File: config.mk
export PLATFORM = sky130hd
export DESIGN_NAME = plru_alloc_arb
export DESIGN_NICKNAME = d
export VERILOG_FILES = /design/src/rtl/plru_alloc_arb.sv
export SDC_FILE = /design/constraint.sdc
export NUM_CORES = 1
export LEC_CHECK = 0
export ABC_AREA = 1
export CORE_MARGIN = 8
export CORE_UTILIZATION = 42
export DETAILED_ROUTE_END_ITERATION = 12
export PLACE_DENSITY = 0.88
export SKIP_CTS_REPAIR_TIMING = 1
export SLEW_MARGIN = 20
export SYNTH_ARGS = -nofsm -noshare
export SYNTH_HDL_FRONTEND = slang
export SYNTH_SLANG_ARGS = --single-unit
File: constraint.sdc
create_clock -name clk -period 3.9 [get_ports clk]
set_clock_uncertainty 0.2 [all_clocks]
set_input_delay 0.78 -clock clk [delete_from_list [all_inputs] [get_ports clk]]
set_output_delay 0.78 -clock clk [all_outputs]
set_load 0.02 [all_outputs]
File: src/rtl/plru_alloc_arb.sv
// plru_alloc_arb: allocation arbiter, lowest free entry first, else tree-PLRU victim avoiding locked entries
module plru_alloc_arb #(
    parameter int WIDTH = 4,
    parameter int IDXW  = $clog2(WIDTH)
) (
    input  logic             clk,
    input  logic             rst,
    input  logic             alloc_req,
    output logic             alloc_rdy,
    output logic [WIDTH-1:0] alloc_gnt,
    output logic [IDXW-1:0]  alloc_idx,
    output logic             alloc_evict,
    input  logic             touch_en,
    input  logic [WIDTH-1:0] touch_vec,
    input  logic             free_en,
    input  logic [WIDTH-1:0] free_vec,
    input  logic [WIDTH-1:0] lock_mask,
    output logic [WIDTH-1:0] valid_vec,
    output logic             full
);
    logic [WIDTH-2:0] node, node_nxt;
    logic [WIDTH-1:0] valid, valid_nxt, cand;
    logic             fire;
    int               low, cur, nxt, sel;
    logic             r;

    function automatic logic [WIDTH-1:0] half_mask(input int k, input logic right);
        int d, span, lo;
        d = 0;
        for (int i = 1; i < IDXW; i++) if (k >= (1 << i) - 1) d = i;
        span = WIDTH >> d;
        lo = (k + 1 - (1 << d)) * span + (right ? span / 2 : 0);
        half_mask = '0;
        for (int j = 0; j < WIDTH; j++) half_mask[j] = (j >= lo) && (j < lo + span / 2);
    endfunction

    function automatic logic [WIDTH-2:0] plru_upd(input logic [WIDTH-2:0] n, input logic [WIDTH-1:0] a);
        plru_upd = n;
        for (int k = 0; k < WIDTH - 1; k++)
            plru_upd[k] = (n[k] | |(a & half_mask(k, 1'b0))) & ~|(a & half_mask(k, 1'b1));
    endfunction

    // choose lowest free unlocked entry, otherwise walk the tree steering around fully locked subtrees
    always_comb begin
        cand = ~valid & ~lock_mask;
        low = 0;
        for (int j = WIDTH - 1; j >= 0; j--) if (cand[j]) low = j;
        cur = 0;
        r = 1'b0;
        for (int l = 0; l < IDXW; l++) begin
            nxt = 0;
            for (int k = 0; k < WIDTH - 1; k++) begin
                if (k == cur) begin
                    r = node[k] ^ ~|(half_mask(k, node[k]) & ~lock_mask);
                    nxt = 2 * k + 1 + (r ? 1 : 0);
                end
            end
            cur = nxt;
        end
        sel = |cand ? low : cur - (WIDTH - 1);
        alloc_rdy = ~&lock_mask;
        alloc_idx = alloc_rdy ? IDXW'(sel) : '0;
        alloc_gnt = alloc_rdy ? {{(WIDTH-1){1'b0}}, 1'b1} << alloc_idx : '0;
        alloc_evict = alloc_rdy & valid[alloc_idx];
    end

    // touch update first, then the allocated entry becomes most recent; fire overrides free
    always_comb begin
        fire = alloc_req & alloc_rdy;
        node_nxt = node;
        if (touch_en) node_nxt = plru_upd(node_nxt, touch_vec);
        if (fire) node_nxt = plru_upd(node_nxt, alloc_gnt);
        valid_nxt = (valid & ~(free_en ? free_vec : '0)) | (fire ? alloc_gnt : '0);
    end

    // state registers
    always_ff @(posedge clk) begin
        if (rst) begin
            node  <= '0;
            valid <= '0;
        end else begin
            node  <= node_nxt;
            valid <= valid_nxt;
        end
    end

    assign valid_vec = valid;
    assign full      = &valid;
endmodule

# Word level (Yosys, flattened, before mapping)

Cells that the tools add are included.

Latch bits: 0
Memory bits (read-only): 0
Memories kept: 0
Flip-flop bits (word level): 7
Bits in writable memories: 0
Logic and storage cells: 272
Output and inout port bits: 13

Order comparisons: 89
Reductions and logical operators: 73
Multipliers: 6
Mux-type cells: 26
Equality and inequality tests: 2
Bitwise gates (word level): 38
Shift operators: 9
Add/sub/neg operators: 27
Divide/modulo/power cells: 0

Operators with widths:

| kind                  | count |
|---|---|
| $lt 3x32->1 const A   | 21 |
| $ge 3x32->1 const A   | 20 |
| $add 32x32->32        | 12 |
| $lt 1x32->1 const A   | 11 |
| $lt 2x32->1 const A   | 11 |
| $ge 1x32->1 const A   | 10 |
| $ge 2x32->1 const A   | 10 |
| $mul 32x32->32        | 6 |
| $mux 32               | 6 |
| $sub 3x32->32 const A | 6 |
| $add 32x1->32         | 4 |
| $shl 1x32->32 const A | 4 |
| $shr 3x32->32 const A | 4 |
| $and 4x4->4           | 13 |
| $reduce_or 4->1       | 12 |
| $logic_and 1x1->1     | 44 |
| $logic_not 32->1      | 1 |
| $mux 2                | 10 |
| $and 1x1->1           | 12 |
| $mux 4                | 3 |
| $not 4->4             | 3 |
| $logic_not 1->1       | 10 |
| $reduce_and 4->1      | 2 |
| $reduce_or 2->1       | 4 |
| other kinds (17)      | 31 |

# Depth between registers and ports, before layout

Word-level depth: 38
Depth in mapped cells: 10
Depth with buffers taken out: 10

# Least setup slack after synthesis

OpenSTA, ideal clock, no wires.

Path type: input port to output port
Start point: input lock_mask[1]
End point: output alloc_evict
Setup slack: 1.065 ns
Stages: 9
Buffers on the path: 0
Arrival time: 1.855 ns
Required time: 2.920 ns
Cell sequence: nand2_1 > nor2_4 > nor2_1 > nand2_4 > inv_2 > nand4_1 > nand2_1 > nor2_1 > nor2_1

Word-level cells in the longest chain between the ends: 17
Elaborated cells on any way between the ends: 37

Ends and longest elaborated chain:

| item                           | RTL line | text |
|---|---|---|
| start, declared                | 17       | `input logic [WIDTH-1:0] lock_mask,` |
| $not 4->4                      | 45, 54   |  |
| $and 4x4->4                    | 54       | `r = node[k] ^ ~\|(half_mask(k, node[k]) & ~lock_mask);` |
| $reduce_or 4->1                | 54       |  |
| $logic_not 1->1                | 54       |  |
| $xor 1x1->1                    | 54       |  |
| $mux 1                         | 55       | `nxt = 2 * k + 1 + (r ? 1 : 0);` |
| $add 1x1->2                    | 55       |  |
| $logic_not 32->1               | 53       | `if (k == cur) begin` |
| $mux 2 (3 in series)           | 53       |  |
| $sub 2x1->2                    | 60       | `sel = \|cand ? low : cur - (WIDTH - 1);` |
| $mux 2                         | 60       |  |
| $mux 2 *                       | 62       | `alloc_idx = alloc_rdy ? IDXW'(sel) : '0;` |
| net alloc_idx[1]               | 11       | `output logic [IDXW-1:0] alloc_idx,` |
| $bmux 1 s2 *                   | 64       | `alloc_evict = alloc_rdy & valid[alloc_idx];` |
| $mux 1 (implied by the code) * | 64       |  |
| $and 1x1->1 *                  | 64       |  |
| end, declared                  | 12       | `output logic alloc_evict,` |

Mark *: on every way through the listed nets, which the timed path passes. The rest lies on a longest branch. The select of a mux whose other input is x is not followed.

# Final worst setup path

Start point: input lock_mask[0]
End point: output alloc_gnt[0]

Word-level cells in the longest chain between the ends: 16
Elaborated cells on any way between the ends: 34

Ends and longest elaborated chain:

| item                 | RTL line | text |
|---|---|---|
| $not 4->4            | 45, 54   |  |
| $and 4x4->4          | 54       |  |
| $reduce_or 4->1      | 54       |  |
| $logic_not 1->1      | 54       |  |
| $xor 1x1->1          | 54       |  |
| $mux 1               | 55       |  |
| $add 1x1->2          | 55       |  |
| $logic_not 32->1     | 53       |  |
| $mux 2 (3 in series) | 53       |  |
| $sub 2x1->2          | 60       |  |
| $mux 2               | 60       |  |
| $mux 2               | 62       |  |
| $shl 1x2->4          | 63       | `alloc_gnt = alloc_rdy ? {{(WIDTH-1){1'b0}}, 1'b1} << alloc_idx : '0;` |
| $mux 4 *             | 63       |  |
| end, declared        | 10       | `output logic [WIDTH-1:0] alloc_gnt,` |

Mark *: on every way between the ends. The rest lies on a longest branch, timed or not.

==> impl_metrics.csv <==
group,metric,value,unit
outcome,status,"finished clean",
sta,hold_viol,0,
grt,grt_max_degree,8,
place,dp.final_hpwl,1540,um
die,die_w,54.5,um
route,drt_first_pass_iters,4,
sta,max_freq,269,MHz
synth,synth-seq-area-share,22.5,%
worst_hold_path,min-delay-path-class,"flip-flop to flip-flop",
route,routed_wl,1860,um
power_and_ir_drop,p_leak,0.000476,uW
synth,yosys_warnings,0,
cells_and_area,area_growth,54.4,%
setup_path,crit_arrival,2.74,ns
synth,synth_top_area_share,22.5,%
cells_and_area,final_nets,158,
route,route.vias.total,767,
sta,fin_crit_sh,95.4,%
cells_and_area,multi_input_area,398,um^2
synth,ys_seq_elements,7,
cts,clkLatencyLatePin,0.25,ns
route,drcViolationCount,0,
cells_and_area,regArea,140,um^2
sta,setup_viol,0,
cells_and_area,diodes,0,
route,vias_per_cell,4.92,
place,dp.cells,152,
setup_path,critPathLaunch,"lock_mask[0]",
cells_and_area,stdcell_count,156,
setup_path,cp.required,2.92,ns
power_and_ir_drop,power,267,uW
setup_path,r2r_start,"valid_vec[0]$_SDFF_PP0_",
route,ant_nets,0,
grt,grt_pass1_wl,3130,um
place,place_congestion,0.832,
sta,drv_slew,0,
grt,track_usage,14.0,%
die,start_util,42.9,%
setup_path,path_class,"input pin to primary output",
cts,cts.sinks,7,
setup_path,cp_max_fo,6,
cts,cts_tree,"yes",
flow_run,cap_viol_max_count,0,
grt,antenna_found_initial,0,
synth,syn-cell-area,623,um^2
route,first_iter_violations,18,
sta,tightest_slew,0.368,ns
die,ios,30,
synth,synth_cell_type_count,19,
worst_hold_path,hp-start,"valid_vec[1]$_SDFF_PP0_",
die,die_area,2970,um^2
setup_path,end_kind,"primary output",
sta,relSlewSlack,75.4,%
sta,rsz0062_at_grt,"no",
power_and_ir_drop,power_density,277,nW/um^2
power_and_ir_drop,ir_drop,0.192,mV
sta,tns,0,ns
die,core,1450,um^2
synth,yosys.area.top_type,"dfxtp_1",
synth,syn_avg_cell_area,5.82,um^2
grt,grt_pass1_vias,789,
cells_and_area,drive_above_1_share,13.6,%
cts,htree_levels,1,
grt,grt_overflow,0,
cells_and_area,n_fill_cell,150,
setup_path,crit_path_start_kind,"input pin",
route,wl_per_cell,11.9,um
place,numPortBuffers,29,
cts,cts_buffer_depth,2,
cts,cts-root-buf,"clkbuf_4",
cts,cts_buffers,3,
die,fp.dieH,54.5,um
cts,clk_pin_slew,0.05,ns
synth,yosys-top-cells-area,"dfxtp_1, nand2_1, inv_1",
sta,fin_crit,3.72,ns
synth,syn_nets,124,
cells_and_area,utilization,66.2,%
die,row_count,14,
synth,syn_inst,107,
[logic make-up (layout without fill, tap and decap cells)]
| group | Yosys count | count (layout) | synth area share (%) |
|---|---|---|---|
| AND/OR/NAND/NOR | 66 | 66 | 52.6 |
| AO/OA/AOI/OAI | 12 | 12 | 11.2 |
| flip-flops | 7 | 7 | 22.5 |
| buffers and inverters | 22 | 55 | 13.7 |
[worst max-delay path, cell delays in order]
cell             delay, ns
clkdlybuf4s50_1       0.52
inv_1                 0.07
nand2_2               0.08
nand2_1               0.07
nor2_1                0.13
nand3_2               0.14
nand2_4               0.13
inv_4                 0.05
nor3_1                0.13
clkdlybuf4s50_1       0.63
[stage by stage]
| stage | setup WS [ns] | area [um^2] | hold slack [ns] |
|---|---|---|---|
| after CTS | 0.0957 | 960 | 0.313 |
| after floorplan | 1.07 | 623 | 0.331 |
| after global placement | 0.140 | 933 | 0.290 |
| after global routing | 0.0427 | 962 | 0.341 |
| final | 0.178 | 962 | 0.313 |
| after detailed placement | 0.103 | 933 | 0.304 |
[cell usage after synthesis (all sizes together)]
library cell / n
o221ai: 1
o21ai: 1
nand3: 6
dfxtp: 7
nor2: 17
nand2: 38
o22ai: 2
a21oi: 8
nor3: 2
nand4: 3
inv: 22
[cells in the final DEF (no fill, tap or decap), types with 2 or more instances in the layout]
| master | netlist | layout |
|---|---|---|
| clkdlybuf4s50_1 | 0 | 28 |
| nand2_2 | 4 | 4 |
| a21oi_1 | 7 | 7 |
| o22ai_1 | 2 | 2 |
| nand4_1 | 3 | 3 |
| clkbuf_4 | 0 | 3 |
| nor2_1 | 13 | 13 |
| nand2_4 | 3 | 3 |
| dfxtp_1 | 7 | 7 |
| nand2_1 | 31 | 31 |
| inv_2 | 2 | 2 |
| nor2_4 | 3 | 3 |
| nor3_1 | 2 | 2 |
| nand3_1 | 5 | 5 |
| inv_1 | 19 | 19 |
[where the power goes]
group	total, uW	switching [uW]	internal [uW]	leakage [uW]
Sequential	83.8	6.29	77.5	0.0000576
Combinational	118	64.9	53.3	0.000404
Clock	64.6	25.6	39.0	0.0000150
Total	267	96.8	170	0.000476
[per-layer routing]
metal  share of wire [%]  track usage (%)  vias to the layer above
li1                    -                -                      400
met4                 1.7             9.43                        0
met2                  49             23.1                       24
met1                  44             15.4                      339
met5                   0                0                        -
met3                 5.9             3.53                        4
[path summary, 6_finish.rpt]
kind / endpoint / slack (ns) / depth (start not counted)
max: alloc_gnt[0] / 0.18 / 10
min: valid_vec[1]$_SDFF_PP0_ / 0.31 / 2
max reg2reg: valid_vec[2]$_SDFF_PP0_ / 2.28 / 10
min reg2reg: valid_vec[1]$_SDFF_PP0_ / 0.31 / 2
[sequential cells by signal (all words and copies together), names as in the netlist]
name and cells:
valid_vec 4, node 3
[layout make-up]
cell class	count	area share, %
timing repair buffer	29	30.4
tap	16	2.08
inverter	22	8.84
multi-input combinational	78	41.4
clock buffer	4	2.73
sequential	7	14.6
No activity file was read; power rests on OpenSTA's default activity.
